### config.mk
export PLATFORM = sky130hd
export DESIGN_NAME = vmem_arbiter
export DESIGN_NICKNAME = d
export VERILOG_FILES = /design/src/rtl/vmem_arbiter.sv
export SDC_FILE = /design/constraint.sdc
export NUM_CORES = 1
export LEC_CHECK = 0
export ABC_CLOCK_PERIOD_IN_PS = 5500
export CAP_MARGIN = 30
export CORE_UTILIZATION = 25
export CTS_CLUSTER_DIAMETER = 40
export DETAILED_ROUTE_END_ITERATION = 10
export MAX_ROUTING_LAYER = met4
export SYNTH_ARGS = -nofsm -noshare
export SYNTH_HDL_FRONTEND = slang
export SYNTH_SLANG_ARGS = --single-unit
### constraint.sdc
create_clock -name i_clock -period 5.5 [get_ports i_clock]
set_input_delay 0.825 -clock i_clock [delete_from_list [all_inputs] [get_ports i_clock]]
set_output_delay 0.825 -clock i_clock [all_outputs]
set_load 0.005 [all_outputs]
### src/rtl/vmem_arbiter.sv
// Frame-buffer port arbiter: display reads always win, then the clear engine,
// then buffered producer writes drained from a small FIFO.
module vmem_arbiter #(
    parameter int H_RES      = 640,
    parameter int V_RES      = 480,
    parameter int FIFO_DEPTH = 4
) (
    input  logic                        i_clock,
    input  logic                        i_reset,
    input  logic                        i_disp_req,
    input  logic [9:0]                  i_disp_h,
    input  logic [8:0]                  i_disp_v,
    output logic                        o_disp_valid,
    output logic [23:0]                 o_disp_data,
    input  logic                        i_wr_valid,
    output logic                        o_wr_ready,
    input  logic [9:0]                  i_wr_h,
    input  logic [8:0]                  i_wr_v,
    input  logic [23:0]                 i_wr_data,
    input  logic                        i_clr_start,
    input  logic [23:0]                 i_clr_color,
    output logic                        o_clr_busy,
    output logic                        o_clr_done,
    output logic [$clog2(FIFO_DEPTH):0] o_fifo_level,
    output logic [7:0]                  o_drop_cnt,
    output logic                        o_mem_en,
    output logic                        o_mem_we,
    output logic [18:0]                 o_mem_addr,
    output logic [23:0]                 o_mem_wdata,
    input  logic [23:0]                 i_mem_rdata
);
    localparam int PW = $clog2(FIFO_DEPTH);
    localparam int LW = PW + 1;
    localparam logic [9:0]    H_LAST     = 10'(H_RES - 1);
    localparam logic [8:0]    V_LAST     = 9'(V_RES - 1);
    localparam logic [LW-1:0] FULL_LEVEL = LW'(FIFO_DEPTH);

    typedef enum logic [1:0] {S_IDLE, S_CLEAR, S_DONE} state_t;

    typedef struct packed {
        logic [18:0] addr;
        logic [23:0] data;
    } wr_entry_t;

    state_t        r_state, w_state_next;
    wr_entry_t     r_fifo [FIFO_DEPTH];
    wr_entry_t     w_head;
    logic [PW-1:0] r_rd_ptr, r_wr_ptr;
    logic [LW-1:0] r_level;
    logic [7:0]    r_drop;
    logic [9:0]    r_clr_h;
    logic [8:0]    r_clr_v;
    logic [23:0]   r_clr_color;
    logic          r_disp_valid, r_disp_hit;

    logic w_disp_hit, w_full, w_empty, w_wr_accept, w_wr_in_range;
    logic w_push, w_pop, w_clr_slot, w_clr_last;

    assign w_disp_hit    = i_disp_req && (i_disp_h <= H_LAST) && (i_disp_v <= V_LAST);
    assign w_full        = (r_level == FULL_LEVEL);
    assign w_empty       = (r_level == '0);
    assign w_wr_accept   = i_wr_valid && !w_full;
    assign w_wr_in_range = (i_wr_h <= H_LAST) && (i_wr_v <= V_LAST);
    assign w_push        = w_wr_accept && w_wr_in_range;
    assign w_clr_slot    = (r_state == S_CLEAR) && !w_disp_hit;
    assign w_clr_last    = (r_clr_h == H_LAST) && (r_clr_v == V_LAST);
    assign w_pop         = (r_state == S_IDLE) && !w_disp_hit && !w_empty;
    assign w_head        = r_fifo[r_rd_ptr];

    assign o_wr_ready    = !w_full;
    assign o_fifo_level  = r_level;
    assign o_drop_cnt    = r_drop;
    assign o_disp_valid  = r_disp_valid;
    // Read data is only meaningful when last cycle's request actually hit memory.
    assign o_disp_data   = r_disp_hit ? i_mem_rdata : 24'h0;

    always_comb begin
        w_state_next = r_state;
        o_clr_busy   = 1'b0;
        o_clr_done   = 1'b0;
        o_mem_en     = 1'b0;
        o_mem_we     = 1'b0;
        o_mem_addr   = 19'h0;
        o_mem_wdata  = 24'h0;
        case (r_state)
            S_IDLE:  if (i_clr_start) w_state_next = S_CLEAR;
            S_CLEAR: begin
                o_clr_busy = 1'b1;
                if (w_clr_slot && w_clr_last) w_state_next = S_DONE;
            end
            S_DONE: begin
                o_clr_done   = 1'b1;
                w_state_next = S_IDLE;
            end
            default: w_state_next = S_IDLE;
        endcase
        if (!i_reset) begin
            if (w_disp_hit) begin
                o_mem_en   = 1'b1;
                o_mem_addr = {i_disp_h, i_disp_v};
            end else if (w_clr_slot) begin
                o_mem_en    = 1'b1;
                o_mem_we    = 1'b1;
                o_mem_addr  = {r_clr_h, r_clr_v};
                o_mem_wdata = r_clr_color;
            end else if (w_pop) begin
                o_mem_en    = 1'b1;
                o_mem_we    = 1'b1;
                o_mem_addr  = w_head.addr;
                o_mem_wdata = w_head.data;
            end
        end
    end

    always_ff @(posedge i_clock) begin
        if (i_reset) begin
            r_state      <= S_IDLE;
            r_rd_ptr     <= '0;
            r_wr_ptr     <= '0;
            r_level      <= '0;
            r_drop       <= 8'h0;
            r_clr_h      <= 10'h0;
            r_clr_v      <= 9'h0;
            r_clr_color  <= 24'h0;
            r_disp_valid <= 1'b0;
            r_disp_hit   <= 1'b0;
        end else begin
            r_state      <= w_state_next;
            r_disp_valid <= i_disp_req;
            r_disp_hit   <= w_disp_hit;
            if (w_push) r_wr_ptr <= r_wr_ptr + PW'(1);
            if (w_pop)  r_rd_ptr <= r_rd_ptr + PW'(1);
            if (w_push && !w_pop)      r_level <= r_level + LW'(1);
            else if (!w_push && w_pop) r_level <= r_level - LW'(1);
            if (w_wr_accept && !w_wr_in_range && (r_drop != 8'hFF)) r_drop <= r_drop + 8'd1;
            // Column-major fill: v runs fastest, h advances on v wrap.
            if ((r_state == S_IDLE) && i_clr_start) begin
                r_clr_color <= i_clr_color;
                r_clr_h     <= 10'h0;
                r_clr_v     <= 9'h0;
            end else if (w_clr_slot) begin
                if (r_clr_v == V_LAST) begin
                    r_clr_v <= 9'h0;
                    r_clr_h <= r_clr_h + 10'd1;
                end else begin
                    r_clr_v <= r_clr_v + 9'd1;
                end
            end
        end
    end

    always_ff @(posedge i_clock) begin
        if (w_push) r_fifo[r_wr_ptr] <= '{addr: {i_wr_h, i_wr_v}, data: i_wr_data};
    end
endmodule

==> summary.md <==
| Metric | Value |
|---|---|
| Seq cells post-synth | 236 |
| Mapped Area | 9874 sq um |
| IO Count | 199 |
| Hold Path Sink | r_clr_color[2] |
| GR Overflow Total | 0 |
| Synth Warn # | 0 |
| Critical path peak fanout | 29 |
| Dpl ws | 1.085 ns |
| DR vias | 6782 |
| RSZ-0062 raised after global routing | no |
| CP bufs+invs | 3 |
| Largest net degree at the start of global routing | 44 |
| Critical Path Start Type | primary input |
| Crit-path cells | clkdlybuf4s50_1, nand4_1, a311oi_4, buf_4, a221oi_1, nor3_1, clkdlybuf4s50_1 |
| First-pass GRT wire length | 41280 microns |
| WP data required | 4.68 ns |
| Sequential area share after synthesis | 65.28% |
| Final Hold Vio Count | 0 |
| Worst Path Arrival | 3.60 ns |
| Mapped Avg Cell Area | 14.46 sq um |
| DIE AREA | 40300 sq um |
| Power per cell area | 406.2 nW/um^2 |
| Max stage delay cell, worst path | clkdlybuf4s50_1 |
| Post-CTS Setup Inserts | 0 |
| Via/cell ratio | 4.716 |
| F_max | 225.9 MHz |
| Routed Antenna Nets | 0 |
| CTS max path bufs | 3 |
| Status | finished, final reports clean |
| Drt first pass iters | 5 |
| Remaining DRCs | 0 |
| Worst reg2reg endpoint | o_fifo_level[2] |
| Port bufs | 198 |
| Maximum vdd drop | 230.5 uV |
| CP endpoint kind | output port |
| Initial antenna violation count | 3 |
| Count of flip-flops with a built-in enable after synthesis | 172 |
| Total negative slack | 0 ns |
| Rows | 72 |
| Pleak | 4.479 nW |
| Largest area contributor in the synthesized netlist | edfxtp_1 |
| Final Wtd Congestion | 0.8359 |
| Hold path cells | 1 |
| Critical path's largest stage delay | 0.60 ns |
| Final worst slack | 1.073 ns |
| Top FF cell, synth | edfxtp_1 |
| Core Area | 38830 sq um |
| Cell mode on critical path | clkdlybuf4s50_1 |
| Number of global-route vias before repair | 6900 |
| Hold-fix buffers, CTS | 0 |
| Starting Density | 25.43% |
| Worst R2R Setup Slack | 2.69 ns |
| CTS tree | yes |
| Iter 0 DRT Violations | 279 |
| Syn Nets | 807 |
| DR WL/cell | 18.86 microns |
| H-tree depth | 2 |
| Hold_sp | r_clr_color[2] |
| # clock sinks | 236 |
| Hold Worst Slack | 0.4799 ns |
| Class of the worst hold path | reg -> reg |
| Final wirelength | 27120 microns |
| Layout overhead on the synthesized area | 39.47% |
| Relative slew slack | 36.38% |
| Post-synth cell types | 58 |
| Clock skew | 0.01727 ns |
| Asr flop ratio synth | 0% |
| Cells after Synth | 683 |
| Reg2reg start | o_fifo_level[0] |
| Min cycle time layout | 4.427 ns |
| WS Path Type | in -> out |
| Crit share post-route | 80.49% |
| CTS root buf | clkbuf_16 |
| DP Wirelength | 18450 microns |
| Placed insts | 1367 |
| Reg2Reg Depth | 10 |
| Post_cts resized | 0 |
| Setup violators final | 0 |
| Gr usage total | 13.91% |
| Non-filler cells, final | 1438 |
| Reg clk slew, reported paths | 0.05 ns |
| Worst slew pin tran | 0.9543 ns |
| Final Max Tran Viols | 0 |
| Die width | 200.7 microns |
| Largest delay share family, worst path | buffers and inverters |
| Share of the synthesized area in the top cell type | 52.31% |
| Crit path from | i_disp_v[5] |
| DIE HEIGHT | 200.7 microns |
| Layout cells sized above 1 | 15.05% |
| Skew-Pair Late Insertion Delay | 0.54 ns |
| Synth area leaders | edfxtp_1 (52%), dfxtp_1 (13%), mux4_2 (9.8%) |
| Num CTS Buffers | 37 |
| MaxCap Viol Count | 0 |
| Nets | 1012 |
## power by group
part,internal (mW),switching [mW]
combinational,0.563,0.510
sequential,2.03,0.107
clock,1.51,0.879
## flip-flops by register name, indices dropped and copies added (netlist names), named ones only
register / cells
r_fifo: 172
r_clr_color: 24
r_clr_h: 10
r_clr_v: 9
o_drop_cnt: 8
o_fifo_level: 3
r_rd_ptr: 2
r_state: 2
r_wr_ptr: 2
o_disp_valid: 1
r_disp_hit: 1
## placed cells by master, fill, tap and decap left out, drive strengths merged, types with 4 or more instances in the layout
master	count
a22o	24
nor2	51
o21ai	13
o31ai	10
nand3	20
and3	6
mux2i	5
and2	29
or4	10
nand4	6
a31oi	8
a211oi	10
a32oi	10
nand2	28
a21oi	24
nor3	5
nand3b	5
inv	20
mux4	43
a311oi	4
bufinv	4
edfxtp	172
dfxtp	64
clkdlybuf4s50	197
ha	8
or3	11
buf	15
clkbuf	44
clkinv	10
a22oi	26
## metal layers
| layer | share of wire (%) | global-route usage (%) | vias to the layer above |
|---|---|---|---|
| met2 | 48 | 22.51 | 258 |
| met1 | 43 | 16.51 | 3331 |
| li1 | - | - | 3146 |
| met4 | 2.5 | 5.316 | 0 |
| met3 | 7.1 | 3.718 | 47 |
| met5 | 0 | - | - |
## final cells by class
cell class / instances / area [sq um]
fill: 3752 / 25060
antenna: 3 / 7.507
clock inverter: 24 / 285.3
multi-input combinational: 388 / 3228
clock buffer: 44 / 993.5
inverter: 13 / 48.80
timing repair buffer: 212 / 2110
tap: 518 / 648.1
sequential: 236 / 6451
## worst max-delay path by stage
stage	slack [ns]	cells after the start	endpoint
3_3_place_gp	1.15	7	o_mem_addr[18]
4_1_cts	1.08	7	o_mem_addr[18]
6_report	1.07	7	o_mem_addr[18]
3_5_place_dp	1.08	7	o_mem_addr[18]
2_1_floorplan	2.53	4	r_fifo[0][0]
5_1_grt	0.87	7	o_mem_addr[18]
## cells by family after synthesis
logic type               count (synthesis)  synth area share [%]
adder cells (fa/ha/maj)                  9                 1.216
XOR/XNOR                                 4                0.3549
multiplexers                            48                 10.31
AO/OA/AOI/OAI                          141                 10.42
flip-flops                             236                 65.28
buffers and inverters                   59                 2.306
AND/OR/NAND/NOR                        186                 10.11
## cell usage after synthesis (all sizes together), types with 8 or more instances
| cell type | number |
|---|---|
| edfxtp | 172 |
| dfxtp | 64 |
| nor2 | 51 |
| mux4 | 43 |
| clkbuf | 38 |
| and2 | 29 |
| nand2 | 28 |
| a22oi | 26 |
| a21oi | 24 |
| a22o | 24 |
| nand3 | 20 |
| o21ai | 13 |
| inv | 12 |
| or3 | 11 |
| a211oi | 10 |
| a32oi | 10 |
| o31ai | 10 |
| or4 | 10 |
| a31oi | 8 |
| buf | 8 |
| ha | 8 |
## through the flow
stage,total power [mW],utilization (%),instance area (sq um)
2_1_floorplan,2.758,-,9874
3_3_place_gp,3.238,32.05,12440
3_5_place_dp,3.272,32.16,12490
4_1_cts,5.688,35.45,13760
5_1_grt,5.843,35.47,13770
6_report,5.594,35.47,13770
Power figures use the tool's default switching activity.
